`src/rtl/fifo_wr_arbiter_if.sv`:
```
// Requester-side handshake and FIFO write-port signals shared by the arbiter and its neighbours.
// master drives requests and wfull; slave is the arbiter.
interface fifo_wr_arbiter_if #(
    parameter int NREQ  = 4,
    parameter int WSIZE = 8
);
    localparam int GW = (NREQ > 1) ? $clog2(NREQ) : 1;

    logic [NREQ-1:0]       req_valid;
    logic [NREQ-1:0]       req_last;
    logic [NREQ*WSIZE-1:0] req_data;
    logic [NREQ-1:0]       req_ready;
    logic [WSIZE-1:0]      wdata;
    logic                  winc;
    logic                  wfull;
    logic [GW-1:0]         gnt_id;
    logic                  busy;
    logic                  burst_trunc;

    modport master (
        output req_valid, req_last, req_data, wfull,
        input  req_ready, wdata, winc, gnt_id, busy, burst_trunc
    );

    modport slave (
        input  req_valid, req_last, req_data, wfull,
        output req_ready, wdata, winc, gnt_id, busy, burst_trunc
    );
endinterface

```
`src/rtl/fifo_wr_arbiter.sv`:
```
// Round-robin packet arbiter for the async FIFO write port; a grant is held for one packet
// of at most MAXBURST beats.
//   state | meaning
//   IDLE  | no grant; scan requesters from rr_ptr and load gnt_id
//   LOCK  | gnt_id owns the write port until last beat or MAXBURST beats
module fifo_wr_arbiter #(
    parameter int NREQ     = 4,
    parameter int WSIZE    = 8,
    parameter int MAXBURST = 16
) (
    input  logic             wclk,
    input  logic             wrst_n,
    fifo_wr_arbiter_if.slave bus
);
    localparam int GW = (NREQ > 1) ? $clog2(NREQ) : 1;
    localparam int CW = $clog2(MAXBURST + 1);

    localparam logic [0:0]    IDLE   = 1'b0;
    localparam logic [0:0]    LOCK   = 1'b1;
    localparam logic [GW-1:0] LASTID = GW'(NREQ - 1);
    localparam logic [CW-1:0] CNTMAX = CW'(MAXBURST - 1);

    logic [0:0]       state;
    logic [GW-1:0]    rr_ptr;
    logic [GW-1:0]    gnt_id;
    logic [CW-1:0]    beat_cnt;
    logic             burst_trunc;

    logic             found;
    logic [GW-1:0]    pick;
    logic [GW-1:0]    jj;
    int               j;
    logic             cur_valid;
    logic             cur_last;
    logic [WSIZE-1:0] cur_data;
    logic             lock;
    logic             accept;
    logic             rel;

    // First valid requester scanning rr_ptr, rr_ptr+1, ... modulo NREQ
    always_comb begin
        found = 1'b0;
        pick  = rr_ptr;
        j     = 0;
        jj    = '0;
        for (int k = 0; k < NREQ; k++) begin
            j = int'(rr_ptr) + k;
            if (j >= NREQ) j = j - NREQ;
            jj = GW'(j);
            if (!found && bus.req_valid[jj]) begin
                found = 1'b1;
                pick  = jj;
            end
        end
    end

    always_comb begin
        cur_valid = 1'b0;
        cur_last  = 1'b0;
        cur_data  = '0;
        for (int i = 0; i < NREQ; i++) begin
            if (gnt_id == GW'(i)) begin
                cur_valid = bus.req_valid[i];
                cur_last  = bus.req_last[i];
                cur_data  = bus.req_data[i*WSIZE +: WSIZE];
            end
        end
    end

    assign lock   = (state == LOCK);
    assign accept = lock && cur_valid && !bus.wfull;
    assign rel    = accept && (cur_last || (beat_cnt == CNTMAX));

    assign bus.winc        = accept;
    assign bus.wdata       = lock ? cur_data : '0;
    assign bus.req_ready   = (lock && !bus.wfull) ? (NREQ'(1) << gnt_id) : '0;
    assign bus.gnt_id      = gnt_id;
    assign bus.busy        = lock;
    assign bus.burst_trunc = burst_trunc;

    always_ff @(posedge wclk) begin
        if (!wrst_n) begin
            state       <= IDLE;
            rr_ptr      <= '0;
            gnt_id      <= '0;
            beat_cnt    <= '0;
            burst_trunc <= 1'b0;
        end else begin
            burst_trunc <= 1'b0;
            case (state)
                IDLE: begin
                    if (found) begin
                        gnt_id   <= pick;
                        beat_cnt <= '0;
                        state    <= LOCK;
                    end
                end
                LOCK: begin
                    if (accept) begin
                        beat_cnt <= beat_cnt + 1'b1;
                        if (rel) begin
                            state       <= IDLE;
                            rr_ptr      <= (gnt_id == LASTID) ? '0 : gnt_id + 1'b1;
                            burst_trunc <= !cur_last;
                        end
                    end
                end
                default: state <= IDLE;
            endcase
        end
    end
endmodule

```
`src/flat_wrapper.sv`:
```
// flat-port wrapper written by rule: the top's interface ports become plain ports
module fifo_wr_arbiter_flat 
#(
    parameter int NREQ     = 4,
    parameter int WSIZE    = 8,
    parameter int MAXBURST = 16
)
  (wclk, wrst_n, bus_req_valid, bus_req_last, bus_req_data, bus_wfull, bus_req_ready, bus_wdata, bus_winc, bus_gnt_id, bus_busy, bus_burst_trunc);
  fifo_wr_arbiter_if #(.NREQ(NREQ), .WSIZE(WSIZE)) bus_i ();
  input  logic wclk;
  input  logic wrst_n;
  input wire logic [$bits(bus_i.req_valid)-1:0] bus_req_valid;
  input wire logic [$bits(bus_i.req_last)-1:0] bus_req_last;
  input wire logic [$bits(bus_i.req_data)-1:0] bus_req_data;
  input wire logic [$bits(bus_i.wfull)-1:0] bus_wfull;
  output wire logic [$bits(bus_i.req_ready)-1:0] bus_req_ready;
  output wire logic [$bits(bus_i.wdata)-1:0] bus_wdata;
  output wire logic [$bits(bus_i.winc)-1:0] bus_winc;
  output wire logic [$bits(bus_i.gnt_id)-1:0] bus_gnt_id;
  output wire logic [$bits(bus_i.busy)-1:0] bus_busy;
  output wire logic [$bits(bus_i.burst_trunc)-1:0] bus_burst_trunc;
  assign bus_i.req_valid = bus_req_valid;
  assign bus_i.req_last = bus_req_last;
  assign bus_i.req_data = bus_req_data;
  assign bus_i.wfull = bus_wfull;
  assign bus_req_ready = bus_i.req_ready;
  assign bus_wdata = bus_i.wdata;
  assign bus_winc = bus_i.winc;
  assign bus_gnt_id = bus_i.gnt_id;
  assign bus_busy = bus_i.busy;
  assign bus_burst_trunc = bus_i.burst_trunc;
  fifo_wr_arbiter #(.NREQ(NREQ), .WSIZE(WSIZE), .MAXBURST(MAXBURST)) u_core (.wclk(wclk), .wrst_n(wrst_n), .bus(bus_i));
endmodule
```
`config.mk`:
```
export PLATFORM = sky130hd
export DESIGN_NAME = fifo_wr_arbiter_flat
export DESIGN_NICKNAME = d
export VERILOG_FILES = /design/src/rtl/fifo_wr_arbiter_if.sv /design/src/rtl/fifo_wr_arbiter.sv /design/src/flat_wrapper.sv
export SDC_FILE = /design/constraint.sdc
export NUM_CORES = 1
export LEC_CHECK = 0
export ABC_AREA = 1
export BUFFER_PORTS_ARGS = -buffer_cell sky130_fd_sc_hd__buf_4
export CORE_MARGIN = 5
export CORE_UTILIZATION = 49
export CTS_CLUSTER_DIAMETER = 40
export DETAILED_ROUTE_END_ITERATION = 10
export PLACE_DENSITY = 0.85
export SYNTH_ARGS = -nofsm -noshare
export SYNTH_HDL_FRONTEND = slang
export SYNTH_SLANG_ARGS = --single-unit
```
`constraint.sdc`:
```
create_clock -name wclk -period 4.75 [get_ports wclk]
set_clock_uncertainty 0.2 [all_clocks]
set_input_delay 0.475 -clock wclk [delete_from_list [all_inputs] [get_ports wclk]]
set_output_delay 0.475 -clock wclk [all_outputs]
set_load 0.01 [all_outputs]
```
==> results by group <==
Status
  – Status: completed

Worst setup path
  – CP Class: reg -> out
  – Critical Path AT: approximately 2200 ps
  – Startpoint types: flop
  – Critical-path cell list: ha_1 > inv_1 > nand3_1 > nand2_1 > nand2_1 > o211ai_1 > nand2_1 > inv_2 > buf_4
  – Setup crit end kind: output port
  – Cell depth of the worst flop-to-flop path: 12
  – Worst EP required: just over 4000 ps
  – Worst Path Max Fanout: 11
  – CP peak stage delay: around 440 ps
  – Cell mode on critical path: nand2_1
  – CP max-delay cell: dfxtp_1

Detailed routing
  – Met2 wire length: around 1600 um
  – Top Metal Used: met4
  – Residual DRC: 0
  – WL met3: just over 200 um
  – WL/cell: between 10 and 15 um
  – Drt initial violations: 67
  – M1 wire length: roughly 1600 um
  – Final WL: ~3400 um
  – Routed vias/inst: approximately 5.0
  – Via Count: roughly 1,400
  – Final antenna-violating net count: 0
  – Total iterations of the first detailed-routing run: 4

Timing
  – Worst-margin pin slew: 486 ps
  – Final Hold Fails: 0
  – RSZ-0062 raised after global routing: no
  – Final Slew Violations: 0
  – Post-route setup slack: approximately 1900 ps
  – Max Freq: 0.353 GHz
  – Final setup violation count: 0
  – Max_slew headroom: approximately two thirds
  – Total negative setup slack: 0 ps
  – Period utilization: roughly three fifths
  – Min Tclk post-route: around 2800 ps

Clocking
  – # Post-CTS Setup Buffers: 0
  – Hold buffers post-CTS: 0
  – CTS Buf Count: 3
  – CTS tree: yes
  – Clock sinks: 11
  – Clk Latency, worst-skew pair: between 200 and 300 ps
  – H-tree levels: 1
  – CTS resizes: 0
  – Clk slew on worst S/H paths: 70 ps
  – CTS Buffer Depth: 2
  – Root buffer cell: clkbuf_4

Finish
  – # fillers: between 200 and 250
  – # diodes: 0
  – Fin nets: approximately 300
  – Syn-to-layout area delta: 39.4%
  – Layout cell share with drive strength beyond 1: between 30 and 40%

Logic synthesis
  – Syn Area/Cell: 6.03 um^2
  – Commonest cells in the synthesized netlist: nand2_1, o21ai_0, a21oi_1
  – EDFF count, synth: 0
  – Async SR Flop Fraction: 0%
  – Unique cell type count in the Yosys netlist: 26
  – Most common cell in the netlist: nand2_1
  – Top-area cell type share of the netlist area: 18.8%
  – Sequential area share after synthesis: a little under a fifth
  – Synth Flop Type: dfxtp_1
  – Synth Warn #: 0
  – Synthesized net count: around 240
  – Top post-synthesis cells by area: dfxtp_1, nand2_1, o21ai_0, a21oi_1, nand3_1
  – Syn Inst Count: about 190
  – Synthesized flop and latch total: 11
  – Cell taking the most area after synthesis: dfxtp_1
  – Post-Syn Area: ~1200 um^2

Run
  – Max-capacitance violation count: 0

Place
  – DPL Wire Length: approximately 2800 um
  – Port Buf Inserts: 59
  – Dpl ws: ~2200 ps
  – Gpl congestion: between 0.9 and 1

Die
  – Die Y: between 50 and 60 um
  – DIE AREA: about 3500 um^2
  – Cell Rows: 17
  – IO Count: 60
  – Die width: between 50 and 60 um
  – Core footprint: 2250 um^2
  – Starting density of the core: 51.9%

Power and ir drop
  – Switching part of the total: between 40 and 50%
  – PD cells: between 200 and 250 nW/um^2
  – Net Switching: approximately 0.15 mW
  – Comb power frac: 54.3%
  – Internal: 0.217 mW
  – Leak: 0.836 nW
  – Seq pwr share: between 20 and 30%
  – Power, Total: 0.365 mW
  – Clock network power share: between 10% and 20%
  – Worst VDD drop: about 0.00022 V

Global route
  – Total global routing overflow: 0
  – First-pass GRT wire length: ~5600 um
  – GRT Total Usage: about 21%
  – Initial antenna violation count: 0
  – Vias in the first global route: around 1,200
  – Largest net degree at the start of global routing: 22

Min path
  – Worst Hold Class: in -> reg
  – Hold path depth: 3
critical path: cells and delay by family, from the launching register on:
family,cells,cell delay (ps)
flip-flops,1,440
AO/OA/AOI/OAI,1,90
buffers and inverters,3,530
AND/OR/NAND/NOR,4,440
adder cells (fa/ha/maj),1,410
metrics by stage:
step / instance area (um^2) / cells / hold WS, ps / util, %
after floorplan: 1170 / 194 / 253 / -
after global placement: 1600 / 272 / 281 / 71.1
after detailed placement: 1600 / 272 / 277 / 71.1
after CTS: 1630 / 276 / 272 / 72.3
after global routing: 1630 / 276 / 304 / 72.3
final: 1630 / 276 / 270 / 72.3
routing by layer:
metal  GRT usage (%)  vias up
li1                -      750
met1            28.1      587
met2            32.8       34
met3            3.07        8
met4            6.47        0
met5               0        -
cell families after synthesis:
| group | share of synthesized area [%] |
|---|---|
| XOR/XNOR | 1.50 |
| adder cells (fa/ha/maj) | 6.42 |
| AO/OA/AOI/OAI | 27.3 |
| AND/OR/NAND/NOR | 35.0 |
| buffers and inverters | 11.0 |
| flip-flops | 18.8 |
sequential cells by signal, indices dropped and copies added, names as in the netlist:
name,count
u_core.beat_cnt,5
u_core.bus.burst_trunc,1
u_core.bus.busy,1
u_core.bus.gnt_id,2
u_core.rr_ptr,2
power groups by stage:
| stage | registers (mW) | logic, mW | clock network [mW] |
|---|---|---|---|
| floorplan | 0.105 | 0.126 | 0 |
| global placement | 0.107 | 0.196 | 0 |
| detailed placement | 0.108 | 0.197 | 0 |
| CTS | 0.106 | 0.198 | 0.0630 |
| global route | 0.107 | 0.221 | 0.0678 |
| finish | 0.106 | 0.199 | 0.0612 |
layout by cell type, fill, tap and decap left out:
master,Yosys,routed
nand2_4,5,5
and3_1,1,1
nand4_1,2,2
a21oi_1,26,26
clkbuf_4,0,3
inv_4,1,1
o21ai_4,1,1
nand2_1,37,37
nor2_1,17,17
a31oi_1,1,1
o21ai_0,27,27
ha_1,6,6
nand2_2,4,4
inv_2,4,4
xor2_1,1,1
o21ai_1,3,3
o211ai_1,1,1
buf_4,0,59
nand3_1,16,16
xnor2_1,1,1
or2_2,1,1
dfxtp_1,11,11
inv_1,17,17
nor2_8,1,1
clkbuf_1,6,1
o21ai_2,1,1
worst paths after layout:
| path | start | to | slack (ps) |
|---|---|---|---|
| worst max register to register | u_core.bus.gnt_id[1]$_SDFFE_PN0P_ | u_core.rr_ptr[0]$_SDFFE_PN0P_ | 2350 |
| worst min-delay path | wrst_n | u_core.bus.gnt_id[0]$_SDFFE_PN0P_ | 270 |
| worst min register to register | u_core.beat_cnt[4]$_SDFFE_PN0P_ | u_core.beat_cnt[4]$_SDFFE_PN0P_ | 280 |
| worst max-delay path | u_core.bus.gnt_id[0]$_SDFFE_PN0P_ | bus_winc | 1920 |
area by class of cell:
cell class	count	area, um^2	area share [%]
Tap cell	28	35.0	2.15
Multi-Input combinational cell	152	821	50.3
Timing Repair Buffer	59	443	27.2
Inverter	22	85.1	5.22
Clock buffer	4	26.3	1.61
Sequential cell	11	220	13.5
(Power assumes the default switching activity.)
